==> config.mk <==
export PLATFORM = sky130hd
export DESIGN_NAME = inst_fetch_unit
export DESIGN_NICKNAME = d
export VERILOG_FILES = /design/src/rtl/inst_fetch_unit_pkg.sv /design/src/rtl/inst_fetch_unit_fetch_fifo.sv /design/src/rtl/inst_fetch_unit.sv
export SDC_FILE = /design/constraint.sdc
export NUM_CORES = 1
export LEC_CHECK = 0
export CORE_AREA = 3 3 135 137
export CTS_CLUSTER_SIZE = 16
export DETAILED_ROUTE_END_ITERATION = 8
export DIE_AREA = 0 0 138 140
export MAX_ROUTING_LAYER = met4
export PLACE_DENSITY = 0.79
export SETUP_SLACK_MARGIN = 0.2
export SYNTH_ARGS = -nofsm -noshare
export SYNTH_HDL_FRONTEND = slang
export SYNTH_SLANG_ARGS = --single-unit
==> constraint.sdc <==
create_clock -name clk -period 8.88 [get_ports clk]
set_input_delay 1.776 -clock clk [delete_from_list [all_inputs] [get_ports clk]]
set_output_delay 1.776 -clock clk [all_outputs]
set_load 0.005 [all_outputs]
==> src/rtl/inst_fetch_unit_pkg.sv <==
// Shared widths, fetch state encodings and PC helpers for the instruction fetch front end.
package inst_fetch_unit_pkg;

  localparam int ADDR_LEN = 32;
  localparam int DATA_LEN = 32;
  localparam logic [ADDR_LEN-1:0] PC_STEP = ADDR_LEN'(4);

  typedef enum logic [1:0] {
    FETCH_IDLE  = 2'b00,
    FETCH_FETCH = 2'b01,
    FETCH_STALL = 2'b10,
    FETCH_DROP  = 2'b11
  } fetch_state_e;

  function automatic logic [ADDR_LEN-1:0] align_pc(input logic [ADDR_LEN-1:0] pc);
    return {pc[ADDR_LEN-1:2], 2'b00};
  endfunction

endpackage

==> src/rtl/inst_fetch_unit_fetch_fifo.sv <==
// Circular-buffer FIFO holding {pc, inst} pairs; head is a registered value, zero when empty.
module fetch_fifo #(
  parameter int WIDTH = 64,
  parameter int DEPTH = 2
) (
  input  logic                     clk,
  input  logic                     rst,
  input  logic                     i_clear,
  input  logic                     i_push,
  input  logic [WIDTH-1:0]         i_data,
  input  logic                     i_pop,
  output logic                     o_full,
  output logic                     o_empty,
  output logic [$clog2(DEPTH):0]   o_count,
  output logic [WIDTH-1:0]         o_head
);

  localparam int AW = $clog2(DEPTH);
  localparam int CW = AW + 1;

  logic [WIDTH-1:0] r_mem [DEPTH];
  logic [AW-1:0]    r_wr_ptr;
  logic [AW-1:0]    r_rd_ptr;
  logic [CW-1:0]    r_count;
  logic             w_push;
  logic             w_pop;

  assign o_full  = (r_count == CW'(DEPTH));
  assign o_empty = (r_count == '0);
  assign o_count = r_count;
  assign o_head  = o_empty ? '0 : r_mem[r_rd_ptr];

  // A pop frees the slot first, so a push into a full buffer is legal alongside it.
  assign w_pop  = i_pop && !o_empty;
  assign w_push = i_push && (!o_full || w_pop);

  always_ff @(posedge clk) begin
    if (!rst || i_clear) begin
      r_wr_ptr <= '0;
      r_rd_ptr <= '0;
      r_count  <= '0;
    end else begin
      if (w_push) r_wr_ptr <= r_wr_ptr + AW'(1);
      if (w_pop)  r_rd_ptr <= r_rd_ptr + AW'(1);
      r_count <= r_count + CW'(w_push) - CW'(w_pop);
    end
  end

  always_ff @(posedge clk) begin
    if (w_push) r_mem[r_wr_ptr] <= i_data;
  end

endmodule

==> src/rtl/inst_fetch_unit.sv <==
// Fetch front end: PC state machine issuing one imem request at a time into a small buffer.
module inst_fetch_unit
  import inst_fetch_unit_pkg::*;
#(
  parameter logic [ADDR_LEN-1:0] RESET_PC   = '0,
  parameter int                  FIFO_DEPTH = 2
) (
  input  logic                clk,
  input  logic                rst,
  output logic                o_imem_req,
  output logic [ADDR_LEN-1:0] o_imem_addr,
  input  logic                i_imem_ack,
  input  logic [DATA_LEN-1:0] i_imem_rdata,
  input  logic                i_redirect_valid,
  input  logic [ADDR_LEN-1:0] i_redirect_pc,
  output logic                o_inst_valid,
  output logic [DATA_LEN-1:0] o_inst,
  output logic [ADDR_LEN-1:0] o_inst_pc,
  input  logic                i_inst_ready
);

  localparam int CW = $clog2(FIFO_DEPTH) + 1;
  localparam int FW = ADDR_LEN + DATA_LEN;

  fetch_state_e        r_state;
  logic                r_imem_req;
  logic [ADDR_LEN-1:0] r_req_pc;
  logic [ADDR_LEN-1:0] r_fetch_pc;

  logic                w_ack;
  logic                w_pop;
  logic                w_push;
  logic                w_full;
  logic                w_empty;
  logic [CW-1:0]       w_count;
  logic [CW-1:0]       w_cnt_after_push;
  logic [FW-1:0]       w_head;
  logic [ADDR_LEN-1:0] w_target;

  assign o_imem_req  = r_imem_req;
  assign o_imem_addr = r_req_pc;

  // An ack outside an open request is meaningless and is ignored.
  assign w_ack            = i_imem_ack && r_imem_req;
  assign w_pop            = o_inst_valid && i_inst_ready;
  assign w_push           = (r_state == FETCH_FETCH) && w_ack && !i_redirect_valid;
  assign w_target         = align_pc(i_redirect_pc);
  assign w_cnt_after_push = w_count + CW'(1) - CW'(w_pop);

  assign o_inst_valid = !w_empty;
  assign o_inst_pc    = w_head[FW-1 -: ADDR_LEN];
  assign o_inst       = w_head[DATA_LEN-1:0];

  fetch_fifo #(
    .WIDTH (FW),
    .DEPTH (FIFO_DEPTH)
  ) u_fifo (
    .clk     (clk),
    .rst     (rst),
    .i_clear (i_redirect_valid),
    .i_push  (w_push),
    .i_data  ({r_req_pc, i_imem_rdata}),
    .i_pop   (w_pop),
    .o_full  (w_full),
    .o_empty (w_empty),
    .o_count (w_count),
    .o_head  (w_head)
  );

  always_ff @(posedge clk) begin
    if (!rst) begin
      r_state    <= FETCH_IDLE;
      r_imem_req <= 1'b0;
      r_req_pc   <= RESET_PC;
      r_fetch_pc <= RESET_PC;
    end else if (i_redirect_valid) begin
      // An open request cannot be withdrawn: keep its address and park the target.
      r_fetch_pc <= w_target;
      r_imem_req <= 1'b1;
      if (r_imem_req && !w_ack) begin
        r_state <= FETCH_DROP;
      end else begin
        r_state  <= FETCH_FETCH;
        r_req_pc <= w_target;
      end
    end else begin
      case (r_state)
        FETCH_IDLE: begin
          r_state    <= FETCH_FETCH;
          r_imem_req <= 1'b1;
        end
        FETCH_FETCH: begin
          if (w_ack) begin
            r_req_pc   <= r_req_pc + PC_STEP;
            r_fetch_pc <= r_req_pc + PC_STEP;
            if (w_cnt_after_push >= CW'(FIFO_DEPTH)) begin
              r_state    <= FETCH_STALL;
              r_imem_req <= 1'b0;
            end
          end
        end
        FETCH_STALL: begin
          if (!w_full || w_pop) begin
            r_state    <= FETCH_FETCH;
            r_imem_req <= 1'b1;
          end
        end
        FETCH_DROP: begin
          if (w_ack) begin
            r_state  <= FETCH_FETCH;
            r_req_pc <= r_fetch_pc;
          end
        end
        default: begin
          r_state    <= FETCH_IDLE;
          r_imem_req <= 1'b0;
        end
      endcase
    end
  end

endmodule

==> results of run 1 <==
## cells in the final DEF (no fill, tap or decap), types with 10 or more instances in the layout
| cell type | Yosys | routed |
|---|---|---|
| nand2_1 | 34 | 34 |
| nor2_1 | 112 | 111 |
| xnor2_1 | 13 | 13 |
| buf_4 | 3 | 10 |
| o22ai_1 | 27 | 27 |
| edfxtp_1 | 128 | 128 |
| a222oi_1 | 13 | 13 |
| a22oi_1 | 32 | 32 |
| dfxtp_1 | 72 | 71 |
| mux2i_1 | 64 | 64 |
| clkdlybuf4s50_1 | 0 | 163 |
| a21oi_1 | 21 | 20 |
| o21ai_0 | 12 | 12 |
| nand3_1 | 14 | 14 |
| and3_1 | 10 | 10 |
| xor2_1 | 17 | 17 |
| clkbuf_16 | 0 | 17 |
## logic make-up after synthesis
family | after synthesis | synth area share [%]
buffers and inverters | 69 | 3.227
XOR/XNOR | 30 | 2.972
AND/OR/NAND/NOR | 224 | 12.27
flip-flops | 200 | 59.78
AO/OA/AOI/OAI | 168 | 13.94
multiplexers | 64 | 7.246
adder cells (fa/ha/maj) | 4 | 0.5661
## worst reg2reg max path: cells and delay by family, from the launching register on
| family | cells | cell delay, ps |
|---|---|---|
| buffers and inverters | 1 | 720 |
| flip-flops | 1 | 570 |
| AND/OR/NAND/NOR | 3 | 1560 |
## metal layers
| metal | up-vias | GRT usage (%) | wire, um |
|---|---|---|---|
| met3 | 16 | 3.995 | 1243 |
| met2 | 243 | 34.20 | 9871 |
| met4 | 0 | 5.512 | 170 |
| met1 | 3183 | 29.97 | 9388 |
| met5 | - | - | 0 |
| li1 | 3151 | - | - |
## power by group
part           switching, mW  total, mW  internal [mW]
Sequential            0.0356       1.05           1.01
Combinational         0.0815      0.174         0.0929
Clock                  0.348      0.808          0.459
Total                  0.465       2.03           1.57
## worst paths after layout
kind	endpoint	start	slack [ps]
max	u_fifo.r_mem[0][48]	i_imem_ack	4310
min	r_fetch_pc[1]	r_fetch_pc[1]	460
max reg2reg	u_fifo.r_mem[0][48]	r_state[0]	5630
min reg2reg	r_fetch_pc[1]	r_fetch_pc[1]	460
## final cells by class
type / instances / area share [%]
flip-flops and latches: 200 / 47.09
multi-input cells: 490 / 29.36
repair buffers: 174 / 15.24
clock buffers: 18 / 3.910
well taps: 225 / 2.507
clock inverters: 14 / 1.627
inverters: 8 / 0.2674
## registers in the layout (all words and copies together) (netlist names), named ones only
signal and flops:
r_fetch_pc 32, o_imem_addr 32, u_fifo.r_mem 128, u_fifo.r_rd_ptr 1, u_fifo.o_count 2, o_imem_req 1, u_fifo.r_wr_ptr 1, r_state 2
==> out/metrics.cfg, run 1 <==
[status]
outcome=complete, no violations

[logic_synthesis]
async_flop_share_pct=0
synth.net_count=832
synthesis.area_um2=8841
syn_area_per_cell_um2=11.65
synth_ff_type=edfxtp_1
yosysWarnings=0
synth-edff-count=128
synth_common_cells=edfxtp_1 (128), nor2_1 (112), dfxtp_1 (72)
synth_top_area_share_pct=43.48
synth.most_common_cell=edfxtp_1
yosys-top-cells-area=edfxtp_1 (43%), dfxtp_1 (16%), mux2i_1 (7.2%)
seq_area_frac_synth_pct=59.78
yosys.area.top_type=edfxtp_1
ys_ff_latch=200
yosysUniqueCellTypes=62
synthesis.instances=759

[clocking]
clk_pin_slew_ps=70
clock_latency_ps=420
clock-sinks=200
cts.htree.levels=4
cts_made_buffers=17
post_cts_buffers=0
hold_buffers=0
cts_resized=0
cts_root_buf=clkbuf_16
clockBufferDepth=2
cts_tree=built

[global_routing]
grt_pass1_wl_um=33380
grt_max_degree=71
antenna_found_initial=0
first_global_vias=6251
track_usage_pct=21.89
overflow=0

[min_path]
hold_class=reg -> reg
hold_depth=2

[timing]
drv_slew=0
rsz0062_at_grt=false
worst_pin_slew_ps=1113
max_freq_mhz=218.6
whs_ps=459.9
setup_violations=0
hold_viol=0
slew_headroom_pct=25.80
clock_skew_ps=7.048
fin_crit_sh_pct=51.52
tns_ps=0
post-route-min-period_ps=4575
fin_ws_ps=4305

[floorplanning]
die_y_um=140
die_area_um2=19320
ios=167
rows=48
core_area_um2=17180
initial_core_util_pct=51.47
die_w_um=138

[setup_path]
crit_slowest_cell=nor3_2
crit_chain=clkdlybuf4s50_1, and3b_1, nand2_1, nor3_2, buf_4
cp_max_fo=53
cp_top_family=simple AND/OR/NAND/NOR gates
worst_setup_path_start_kind=input pin
worstSetupPathType=in -> reg
cp_num_buf_inv=2
max_stage_delay_ps=850
critPathArrivalTime_ps=4630
required_ps=8930
end_kind=register
worst-path-stages=5
r2r_cells=4

[flow_run]
maxCapViolCount=0

[final_layout]
multi_input_comb_area_um2=3297
drive_gt1_share_pct=6.416
stdcell_count=1129
fin_nets=964
area_growth_pct=27.03
fillers=1318
seq_area_um2=5289
antenna_cells=0
final_cell_area_um2=11230
final_core_util_pct=65.38

[placed_design]
dp_cells=1097
hpwl_um=13050
placed_cell_area_um2=10610
portBuffers=164
place_ws_ps=3852
gp_congestion=0.8212

[route]
ant_nets=0
firstDrtPassIters=6
post_drt_wl_per_cell_um=18.31
wl_um=20670
drc=0
drt_iter0_drc=564
vias=6593
vias_per_cell=5.840

[pwr]
total_power_mw=2.033
p_per_area_nw_per_um2=181.0
vdd_drop_max_mv=0.1529
p_leak_nw=3.683

(Power assumes the default switching activity.)
==> run 2: changes to the inputs <==
CORE_AREA = 3 3 142 144   (was 3 3 135 137)
DIE_AREA = 0 0 145 147   (was 0 0 138 140)
PLACE_DENSITY = 0.75   (was 0.79)
clock period = 3.9 ns   (was 8.88 ns; I/O delays follow)
==> run 2 against run 1 <==
Against the previous run: wire length is 5.9% higher; critical path type is now reg -> out; first-iteration DRC count is 5.0% higher; die area is 10% higher; total power is 120% higher; via count is 1.8% higher; highest routed layer unchanged; hold slack worse by 2.3 ps.
==> out/metrics.cfg, run 2 (synthesized netlist as in run 1, its figures left out) <==
[setup_path]
critPathArrivalTime_ps=2300  ; -2330 ps
max_stage_delay_ps=730  ; -120 ps
required_ps=3120  ; -5810 ps
r2r_cells=6  ; +2
reg2reg_from=o_imem_addr[2]
r2r_slack_ps=1380  ; -4250 ps
end_kind=output port
cp_max_fo=35  ; -34%
r2r_end=r_fetch_pc[22]
crit_chain=buf_12, mux2i_1, nor2_1, clkdlybuf4s50_1
worstSetupPathType=reg -> out
worst_setup_path_start_kind=register
crit_slowest_cell=dfxtp_4

[clocking]
clockBufferDepth=2  ; unchanged
clk_pin_slew_ps=70  ; about the same
cts.htree.levels=4  ; unchanged
cts_root_buf=clkbuf_16
clock-sinks=200  ; unchanged
hold_buffers=0  ; unchanged
cts_tree=built
cts_made_buffers=17  ; unchanged
clock_latency_ps=430  ; about the same
post_cts_buffers=0  ; unchanged
cts_resized=0  ; unchanged

[route]
drc=0  ; unchanged
post_drt_wl_per_cell_um=18.62  ; +1.7%
firstDrtPassIters=6  ; unchanged
vias_per_cell=5.707  ; -2.3%
wl_um=21900  ; +5.9%
ant_nets=0  ; unchanged
drt_iter0_drc=592  ; +5.0%
vias=6711  ; +1.8%

[placed_design]
portBuffers=164  ; unchanged
placed_cell_area_um2=10810  ; +1.9%
gp_congestion=0.8387  ; +2.1%
hpwl_um=14270  ; +9.3%
place_ws_ps=846.9  ; -3005 ps

[final_layout]
drive_gt1_share_pct=7.424  ; +1.0 points
final_cell_area_um2=11380  ; +1.3%
final_core_util_pct=60.43  ; -5.0 points
fin_nets=976  ; +1.2%
top_register=u_fifo.r_mem
multi_input_comb_area_um2=3303  ; +0.19%
layout_common_cells=clkdlybuf4s50_1 (163), edfxtp_1 (128), nor2_1 (111)
area_growth_pct=28.72
antenna_cells=0  ; unchanged
largest_reg_flops=128  ; unchanged
seq_area_um2=5289  ; unchanged
fillers=1533  ; +16%
layout_commonest_cell=clkdlybuf4s50_1

[floorplanning]
initial_core_util_pct=46.95  ; -4.5 points
die_area_um2=21320  ; +10%
die_w_um=145  ; +5.1%
ios=167  ; unchanged
rows=50  ; +4.2%
die_y_um=147  ; +5.0%
core_area_um2=18830  ; +9.6%

[timing]
max_freq_mhz=324.2
rsz0062_at_grt=false
clock_skew_ps=10.10  ; +3.051 ps
hold_viol=0  ; unchanged
drv_slew=0  ; unchanged
post-route-min-period_ps=3084
tns_ps=0  ; unchanged
slew_headroom_pct=37.52  ; +12 points
fin_crit_sh_pct=79.09
fin_ws_ps=815.7  ; -3490 ps
setup_violations=0  ; unchanged
worst_pin_slew_ps=935.1  ; -177.9 ps

[global_routing]
antenna_found_initial=0  ; unchanged
first_global_vias=6524  ; +4.4%
overflow=0  ; unchanged
track_usage_pct=20.88  ; -1.0 points
grt_pass1_wl_um=34970  ; +4.8%
grt_max_degree=49  ; -31%

[pwr]
p_switching_mw=1.089  ; +130%
vdd_drop_max_mv=0.3307  ; +120%
power_frac_comb_pct=9.1  ; +0.5 points
internal_power_mw=3.424  ; +120%
p_seq_share_pct=53.0  ; +1.3 points
clock_power_share_pct=37.9  ; -1.8 points
switching_share_pct=24.13  ; +1.2 points
p_per_area_nw_per_um2=396.6  ; +120%
p_leak_nw=3.718  ; +0.95%

[min_path]
hold_depth=2  ; unchanged
hold_class=reg -> reg
hold_path_startpoint=r_fetch_pc[1]
whs_endpoint=r_fetch_pc[1]

[status]
outcome=complete, no violations

[flow_run]
maxCapViolCount=0  ; unchanged

## run 2: layout make-up
cell class	instances	share of cell area [%]
Tap cell	260	2.859
Clock inverter	15	1.253
Clock buffer	17	3.738
Timing Repair Buffer	186	16.38
Sequential cell	200	46.48
Multi-Input combinational cell	490	29.03
Inverter	8	0.2639
## run 2: power groups by stage
| stage | combinational, mW | sequential, mW | clock (mW) |
|---|---|---|---|
| after floorplan | 0.215 | 2.41 | 0 |
| after global placement | 0.400 | 2.43 | 0 |
| after detailed placement | 0.409 | 2.44 | 0 |
| after CTS | 0.411 | 2.39 | 1.74 |
| after global routing | 0.446 | 2.40 | 1.84 |
| final | 0.411 | 2.39 | 1.71 |
## run 2: layer usage
metal / up-vias / share of wire [%] / wire (um) / GRT usage, %
met5: - / 0 / 0 / -
li1: 3175 / - / - / -
met4: 0 / 1.1 / 235 / 6.081
met1: 3233 / 43 / 9523 / 27.00
met2: 279 / 49 / 10690 / 34.11
met3: 24 / 6.6 / 1442 / 3.732
## run 2: critical path: cells and delay by family (launching register included)
family        cells  cell delay [ps]
flops             1              730
buf+inv           2              780
mux               1              260
simple gates      1               60
## run 2: worst max path at each step
stage	startpoint	end	slack [ps]	depth (start not counted)
after global placement	i_imem_ack	o_imem_addr[14]	890	7
after floorplan	i_redirect_valid	u_fifo.r_mem[1][0]	310	5
final	register	o_inst_pc[20]	820	4
after CTS	register	o_inst_pc[20]	760	4
after global routing	register	o_inst_pc[20]	680	4
after detailed placement	i_imem_ack	o_imem_addr[14]	850	7
## run 2: stage by stage
stage	std cells	power [mW]	hold WS, ps
global route	1176	4.688	472.6
CTS	1176	4.544	456.2
finish	1176	4.513	457.7
floorplan	759	2.625	436.5
detailed placement	1144	2.846	446.5
global placement	1144	2.834	443.6
